[config.mk]
export PLATFORM = sky130hd
export DESIGN_NAME = btn_uart_arbiter
export DESIGN_NICKNAME = d
export VERILOG_FILES = /design/src/rtl/btn_uart_arbiter.sv
export SDC_FILE = /design/constraint.sdc
export NUM_CORES = 1
export LEC_CHECK = 0
export CAP_MARGIN = 20
export CORE_ASPECT_RATIO = 1.4
export CORE_MARGIN = 8
export CORE_UTILIZATION = 30
export CTS_CLUSTER_DIAMETER = 40
export DETAILED_ROUTE_END_ITERATION = 8
export SLEW_MARGIN = 20
export SYNTH_ARGS = -nofsm -noshare
export SYNTH_HDL_FRONTEND = slang
export SYNTH_SLANG_ARGS = --single-unit
[constraint.sdc]
create_clock -name clk -period 1.9 [get_ports clk]
set_input_delay 0.19 -clock clk [delete_from_list [all_inputs] [get_ports clk]]
set_output_delay 0.19 -clock clk [all_outputs]
set_load 0.05 [all_outputs]
[src/rtl/btn_uart_arbiter.sv]
// Latches button event pulses and shares one UART transmitter between them, round-robin.
// Optional `define BTN_ARB_OVF_EN adds a sticky overflow flag (o_overflow, cleared by i_ovf_clr).
//
// state       | meaning
// S_IDLE      | no transfer; grant next pending channel once TX is free
// S_WAIT_BUSY | start issued; waiting for TX busy to rise, bounded by BUSY_TMO cycles
// S_WAIT_DONE | TX shifting the byte out; waiting for busy to fall
module btn_uart_arbiter #(
   parameter int         N_BTN     = 4,
   parameter logic [7:0] BASE_CHAR = 8'h30,
   parameter int         BUSY_TMO  = 16
) (
   input  logic             clk,
   input  logic             reset,
   input  logic [N_BTN-1:0] i_btn_pulse,
   input  logic             i_tx_busy,
   output logic             o_tx_start,
   output logic [7:0]       o_tx_data,
   output logic [N_BTN-1:0] o_grant,
   output logic [N_BTN-1:0] o_pending
`ifdef BTN_ARB_OVF_EN
   ,
   output logic             o_overflow,
   input  logic             i_ovf_clr
`endif
);
   localparam int PW = (N_BTN > 1) ? $clog2(N_BTN) : 1;
   localparam int CW = $clog2(BUSY_TMO + 1);

   typedef enum logic [1:0] {S_IDLE, S_WAIT_BUSY, S_WAIT_DONE} state_t;

   state_t           state, state_nxt;
   logic [N_BTN-1:0] pending, pending_nxt, grant_nxt, clr_mask, sel_oh;
   logic [PW-1:0]    rr_ptr, rr_nxt, sel_idx, idx_w;
   logic [CW-1:0]    tmo_cnt, tmo_nxt;
   logic             start_nxt, found;
   logic [7:0]       data_nxt;
   int               idx;

   // Round-robin search: first pending bit at or after rr_ptr, wrapping.
   always_comb begin
      found   = 1'b0;
      sel_idx = '0;
      idx     = 0;
      idx_w   = '0;
      for (int k = 0; k < N_BTN; k++) begin
         idx = int'(rr_ptr) + k;
         if (idx >= N_BTN) idx = idx - N_BTN;
         idx_w = PW'(idx);
         if (!found && pending[idx_w]) begin
            found   = 1'b1;
            sel_idx = idx_w;
         end
      end
      sel_oh          = '0;
      sel_oh[sel_idx] = 1'b1;
   end

   always_comb begin
      state_nxt = state;
      grant_nxt = o_grant;
      start_nxt = 1'b0;
      data_nxt  = o_tx_data;
      rr_nxt    = rr_ptr;
      tmo_nxt   = tmo_cnt;
      clr_mask  = '0;
      case (state)
         S_IDLE: begin
            if (found && !i_tx_busy) begin
               clr_mask  = sel_oh;
               grant_nxt = sel_oh;
               data_nxt  = BASE_CHAR + 8'(sel_idx);
               start_nxt = 1'b1;
               rr_nxt    = (sel_idx == PW'(N_BTN - 1)) ? '0 : sel_idx + PW'(1);
               tmo_nxt   = CW'(BUSY_TMO);
               state_nxt = S_WAIT_BUSY;
            end
         end
         S_WAIT_BUSY: begin
            if (i_tx_busy) begin
               state_nxt = S_WAIT_DONE;
            end else if (tmo_cnt <= CW'(1)) begin
               // Busy never came: the byte is dropped, not re-queued.
               state_nxt = S_IDLE;
               grant_nxt = '0;
            end else begin
               tmo_nxt = tmo_cnt - CW'(1);
            end
         end
         S_WAIT_DONE: begin
            if (!i_tx_busy) begin
               state_nxt = S_IDLE;
               grant_nxt = '0;
            end
         end
         default: begin
            state_nxt = S_IDLE;
            grant_nxt = '0;
         end
      endcase
      // A pulse arriving on the bit being granted re-arms it for a later send.
      pending_nxt = (pending & ~clr_mask) | i_btn_pulse;
   end

   always_ff @(posedge clk) begin
      if (!reset) begin
         state      <= S_IDLE;
         pending    <= '0;
         o_grant    <= '0;
         rr_ptr     <= '0;
         o_tx_start <= 1'b0;
         o_tx_data  <= 8'h00;
         tmo_cnt    <= '0;
      end else begin
         state      <= state_nxt;
         pending    <= pending_nxt;
         o_grant    <= grant_nxt;
         rr_ptr     <= rr_nxt;
         o_tx_start <= start_nxt;
         o_tx_data  <= data_nxt;
         tmo_cnt    <= tmo_nxt;
      end
   end

   assign o_pending = pending;

`ifdef BTN_ARB_OVF_EN
   logic ovf_set;

   assign ovf_set = (|(i_btn_pulse & pending & ~clr_mask)) ||
                    ((state == S_WAIT_BUSY) && !i_tx_busy && (tmo_cnt <= CW'(1)));

   // Set beats clear when both happen in the same cycle.
   always_ff @(posedge clk) begin
      if (!reset)          o_overflow <= 1'b0;
      else if (ovf_set)    o_overflow <= 1'b1;
      else if (i_ovf_clr)  o_overflow <= 1'b0;
   end
`endif

endmodule

==> out/metrics.csv, run 1 <==
metric,value,unit
fin crit share,94.36,%
total CTS buffers,3,
Max-cap violations,0,
Worst Setup Start Kind,flop,
hold path start,o_tx_data[1],
Die Width,67.14,um
Max Freq,557.8,MHz
DR vias,960,
CP max FO,8,
GR Overflow Total,0,
gpl congestion,0.8775,
critical path data required time,2070,ps
CP Capture Type,flop,
Routed WL,2735,um
root buffer cell,clkbuf_8,
router iterations before antenna repair,4,
status,finished clean,
Post-synth ARST share,0,%
wire length per cell,14.70,um
Initial Util,30.70,%
Mapped Cells,122,
R2R Setup Slk,110,ps
CTS sink cnt,21,
n_diodes,0,
Rows,26,
DP Worst Slack,46.17,ps
number of top-level pins,24,
Yosys warning total,0,
Final Power,1.228,mW
fin util,38.92,%
clock-pin slew on the worst setup and hold paths,90,ps
Worst-Margin Slew,511.2,ps
leakage,0.5449,nW
core box area,0.003578,mm^2
NumNets Final,158,
Worst Hold Depth,2,
HPWL Detailed,2138,um
Synth Flop Type,dfxtp_1,
reg2reg end,o_grant[0],
flop and latch count out of synthesis,21,
H-tree Lvls,1,
arrival time at the worst endpoint,1960,ps
Syn-to-layout area delta,26.77,%
largest net degree at the start of global routing,14,
mean area per synthesized cell,9.005,um^2
Die Span Y,87.60,um
reg2reg path depth,6,
sequential fraction of the synthesis area,38.27,%
Longest Clk Path Bufs,2,
Final min period,1793,ps
All-Layer GR Usage,10.04,%
"EDFF count, synth",0,
Synth cell types,43,
critical path class,reg -> reg,
final hold viol count,0,
CTS tree,built,
share of the synthesized area in the top cell type,38.27,%
antenna violations before repair,0,
DR iter-0 viols,26,
Synth area leaders,"dfxtp_1 38%, ha_1 6.8%, a32o_1 3.6%",
proportion of layout cells with a drive suffix above 1,15.97,%
Post-Syn Area,0.001099,mm^2
HP Class,reg -> reg,
first-pass GRT wire length,4581,um
# DRC,0,
Reg-to-Reg Start,o_pending[3],
Final setup viols,0,
die area,0.005881,mm^2
pins over their slew limit,0,
power per cell area,881.5,mW/mm^2
# hold bufs at CTS,0,
Antenna Nets Post-Route,0,
peak supply drop,0.4913,mV
skew final,5.952,ps
vias in the first global route,972,
Yosys top cell by area,dfxtp_1,
clk_lat worst skew,270,ps
Setup WS post-layout,107.2,ps
Rel. slew slack,65.82,%
hold-critical path endpoint,o_tx_data[1],
IO Port Bufs,19,
DR vias/cell,5.161,
==> what timing repair did <==
item,CTS,global route
gates resized for setup,0,5
setup buffers,0,1
setup endpoints to repair,0,9
==> final cells by class <==
type	instances	area, um^2
Inverter	8	30.03
Timing Repair Buffer	23	220.2
Fill cell	382	2186
Multi-Input combinational cell	88	614.3
Tap cell	42	52.55
Clock buffer	3	41.29
Sequential cell	21	426.7
Clock inverter	1	7.507
==> state kept, by name (all words and copies together) (netlist names) <==
register    cells
o_grant         4
o_pending       4
o_tx_data       3
o_tx_start      1
rr_ptr          2
state           2
tmo_cnt         5
==> synth_stat cells (3+ instances only) <==
cell and n:
o21ai_0 3, buf_4 5, a21oi_1 3, o21a_1 5
a32o_1 4, nor2b_1 3, inv_1 7, nor2_1 9
nor3_1 3, dfxtp_1 21, a21boi_2 3, ha_1 6
nand2_1 10
==> kinds of logic (layout without fill, tap and decap cells) <==
| group | after synthesis | in the layout | share of synthesized area (%) |
|---|---|---|---|
| buffers and inverters | 16 | 35 | 7.859 |
| and+or+nand+nor | 41 | 41 | 19.48 |
| DFF | 21 | 21 | 38.27 |
| muxes | 2 | 2 | 1.822 |
| other | 1 | 4 | 0.3414 |
| adders and majority gates | 6 | 6 | 6.834 |
| AOI/OAI and AO/OA | 35 | 35 | 25.40 |
==> stage by stage <==
stage                     std cells  hold WS [ps]  instance area [um^2]  setup TNS, ps
after floorplan                 125         306.1                  1114              0
after global placement          181         465.0                  1323              0
after detailed placement        181         464.7                  1323              0
after CTS                       185         478.4                  1371              0
after global routing            186         513.7                  1393         -13.87
final                           186         476.3                  1393              0
==> cells in the final DEF, fill, tap and decap left out, types with 2 or more instances in the layout <==
cell	synthesis	layout
clkdlybuf4s50_1	0	19
dfxtp_1	21	18
nand2_1	10	10
nor2_1	9	9
inv_1	7	7
ha_1	6	6
o21a_1	5	5
a32o_1	4	4
conb_1	1	4
buf_4	5	4
a21oi_1	3	3
nor3_1	3	3
a21boi_2	3	3
clkbuf_8	0	3
nor4_1	2	2
nor2b_1	3	2
o21ai_2	1	2
o211ai_1	2	2
and3_1	2	2
o21bai_1	2	2
mux2i_1	2	2
nand2b_1	2	2
o21ai_0	3	2
nand3_1	2	2
o22ai_1	2	2
dfxtp_2	0	2
==> metal layers <==
layer  GRT usage, %  vias up  part of all wire (%)
met1          10.24      460                    38
met5              0        -                     0
met4          5.344        0                   2.1
li1               -      474                     -
met3          2.049        5                   3.6
met2          18.32       21                    56
==> worst max-delay path by stage <==
stage | end | slack [ps] | start | cells after the start
3_5_place_dp | o_grant[0] | 50 | o_pending[3] | 6
2_1_floorplan | o_grant[0] | 60 | o_pending[3] | 6
6_report | o_grant[0] | 110 | o_pending[3] | 6
5_1_grt | rr_ptr[1] | -8 | o_pending[2] | 7
4_1_cts | o_grant[0] | 30 | o_pending[3] | 6
3_3_place_gp | o_grant[0] | 100 | o_pending[3] | 6
==> power breakdown <==
part | leakage, nW | switching (mW) | total, mW | internal (mW)
Clock | 0.0217 | 0.166 | 0.315 | 0.149
Combinational | 0.350 | 0.246 | 0.398 | 0.152
Sequential | 0.173 | 0.0375 | 0.515 | 0.477
Total | 0.545 | 0.450 | 1.23 | 0.778
==> critical path: stages, from the launching register on <==
cell	delay (ps)
dfxtp_4	390
and2b_2	230
o21ai_2	130
o211ai_1	170
or2b_1	300
ha_1	250
a32o_1	230
No activity file was read; power rests on OpenSTA's default activity.
==> run 2: changes to the inputs <==
CORE_UTILIZATION = 25   (was 30)
SKIP_LAST_GASP = 1   (was default)
==> run 2 against run 1 <==
Final area decreased by 0.36%; maximum frequency up 0.90%; core utilization fell by 6.2 points; critical path type unchanged.
==> out/metrics.csv, run 2 (synthesized netlist as in run 1, its figures left out) <==
metric,value,unit
Comb pwr share,31.8,%
crit path cell chain,ha_1 > o21bai_1 > nand3b_1 > o311a_2 > a32o_1,
Int Pwr,0.7666,mW
arrival time at the worst endpoint,1930,ps
total CTS buffers,3,
Setup WS post-layout,123.3,ps
Worst path slowest cell,dfxtp_1,
IO Port Bufs,19,
DR vias,935,
NumNets Final,156,
Worst Path Buf+Inv,0,
Worst Setup Start Kind,flop,
largest register by flop count,tmo_cnt,
Seq pwr share,43.7,%
peak supply drop,0.3143,mV
Die Span Y,94.44,um
"CP delay by family, top",compound AO/OA/AOI/OAI gates,
Initial Util,25.92,%
Longest Clk Path Bufs,2,
cell area after placement,0.001338,mm^2
DR iter-0 viols,72,
vias in the first global route,939,
Final min period,1777,ps
DR vias/cell,4.629,
Rel. slew slack,66.25,%
GR Overflow Total,0,
antenna violations before repair,0,
fin cells,202,
proportion of layout cells with a drive suffix above 1,12.68,%
Worst Hold Slack,483.6,ps
Rows,28,
number of flip-flops under the largest register name,5,
status,finished clean,
Syn-to-layout area delta,26.31,%
Worst-Margin Slew,504.6,ps
design area,0.001388,mm^2
CTS tree,built,
fin crit share,93.51,%
skew final,0.7688,ps
clock power share,24.5,%
clk_lat worst skew,260,ps
DP Worst Slack,119.5,ps
Final setup viols,0,
Final Power,1.177,mW
Antenna Nets Post-Route,0,
Routed WL,2582,um
CP max FO,7,
RSZ-0062 raised after global routing,no,
n_diodes,0,
"Largest stage delay, worst path",450,ps
sw power,0.4103,mW
gpl congestion,0.8503,
core box area,0.004239,mm^2
Max-cap violations,0,
"commonest non-fill, non-tap cell in the layout",clkdlybuf4s50_1,
pins over their slew limit,0,
Cells after DPL,198,
fin util,32.73,%
All-Layer GR Usage,8.003,%
HP Class,reg -> reg,
wire length per cell,12.78,um
HPWL Detailed,2010,um
largest net degree at the start of global routing,13,
H-tree Lvls,1,
clock-pin slew on the worst setup and hold paths,70,ps
CTS sink cnt,21,
most frequent cells in the layout,"19 x clkdlybuf4s50_1, 18 x dfxtp_1, 10 x nand2_1, 9 x nor2_1, 7 x inv_1",
critical path data required time,2050,ps
setup_tns,0,ps
root buffer cell,clkbuf_8,
FILL cells,443,
die area,0.006802,mm^2
critical path class,reg -> reg,
number of top-level pins,24,
Switching Fraction,34.86,%
leakage,0.5346,nW
final hold viol count,0,
CP Capture Type,flop,
Die Width,72.03,um
Max Freq,562.8,MHz
router iterations before antenna repair,4,
power per cell area,848.2,mW/mm^2
# DRC,0,
first-pass GRT wire length,4284,um
[run 2: worst paths after layout]
kind | depth (start not counted) | start | to | slack (ps)
min | 2 | o_tx_data[0] | o_tx_data[0] | 480
min reg2reg | 2 | o_tx_data[0] | o_tx_data[0] | 480
max reg2reg | 5 | tmo_cnt[0] | o_grant[3] | 120
max | 5 | tmo_cnt[0] | o_grant[3] | 120
[run 2: worst reg2reg max path: cells and delay by family (launching register included)]
kind                       cells  cell delay (ps)
DFF                            1              450
and+or+nand+nor                1              200
adders and majority gates      1              180
AOI/OAI and AO/OA              3              850
[run 2: area by class of cell]
| cell class | count | area, um^2 | share of cell area, % |
|---|---|---|---|
| Multi-Input combinational cell | 88 | 608.1 | 43.82 |
| Sequential cell | 21 | 424.2 | 30.57 |
| Timing Repair Buffer | 21 | 205.2 | 14.79 |
| Tap cell | 60 | 75.07 | 5.410 |
| Clock buffer | 4 | 45.04 | 3.246 |
| Inverter | 8 | 30.03 | 2.164 |
[run 2: per-layer routing]
layer / wire length [um] / global-route usage, % / vias up
met5: 0 / 0 / -
met4: 62 / 4.957 / 0
met3: 117 / 2.333 / 7
met2: 1316 / 14.02 / 24
met1: 1086 / 8.195 / 435
li1: - / - / 469
[run 2: timing repair]
action                     4_1_cts  5_1_grt
hold buffers                     0        0
resized for setup                0        1
setup buffers                    0        0
setup endpoints to repair        0        1
[run 2: power by group through the flow]
stage | sequential [mW] | clock (mW) | combinational [mW]
after floorplan | 0.592 | 0 | 0.205
after global placement | 0.523 | 0 | 0.371
after detailed placement | 0.524 | 0 | 0.374
after CTS | 0.514 | 0.302 | 0.375
after global routing | 0.520 | 0.318 | 0.406
final | 0.514 | 0.289 | 0.374
==> run 3: changes to the inputs <==
CTS_CLUSTER_SIZE = 24   (was default)
==> results of run 3 <==
The final DEF is identical to that of run 2; final timing and power are the same.
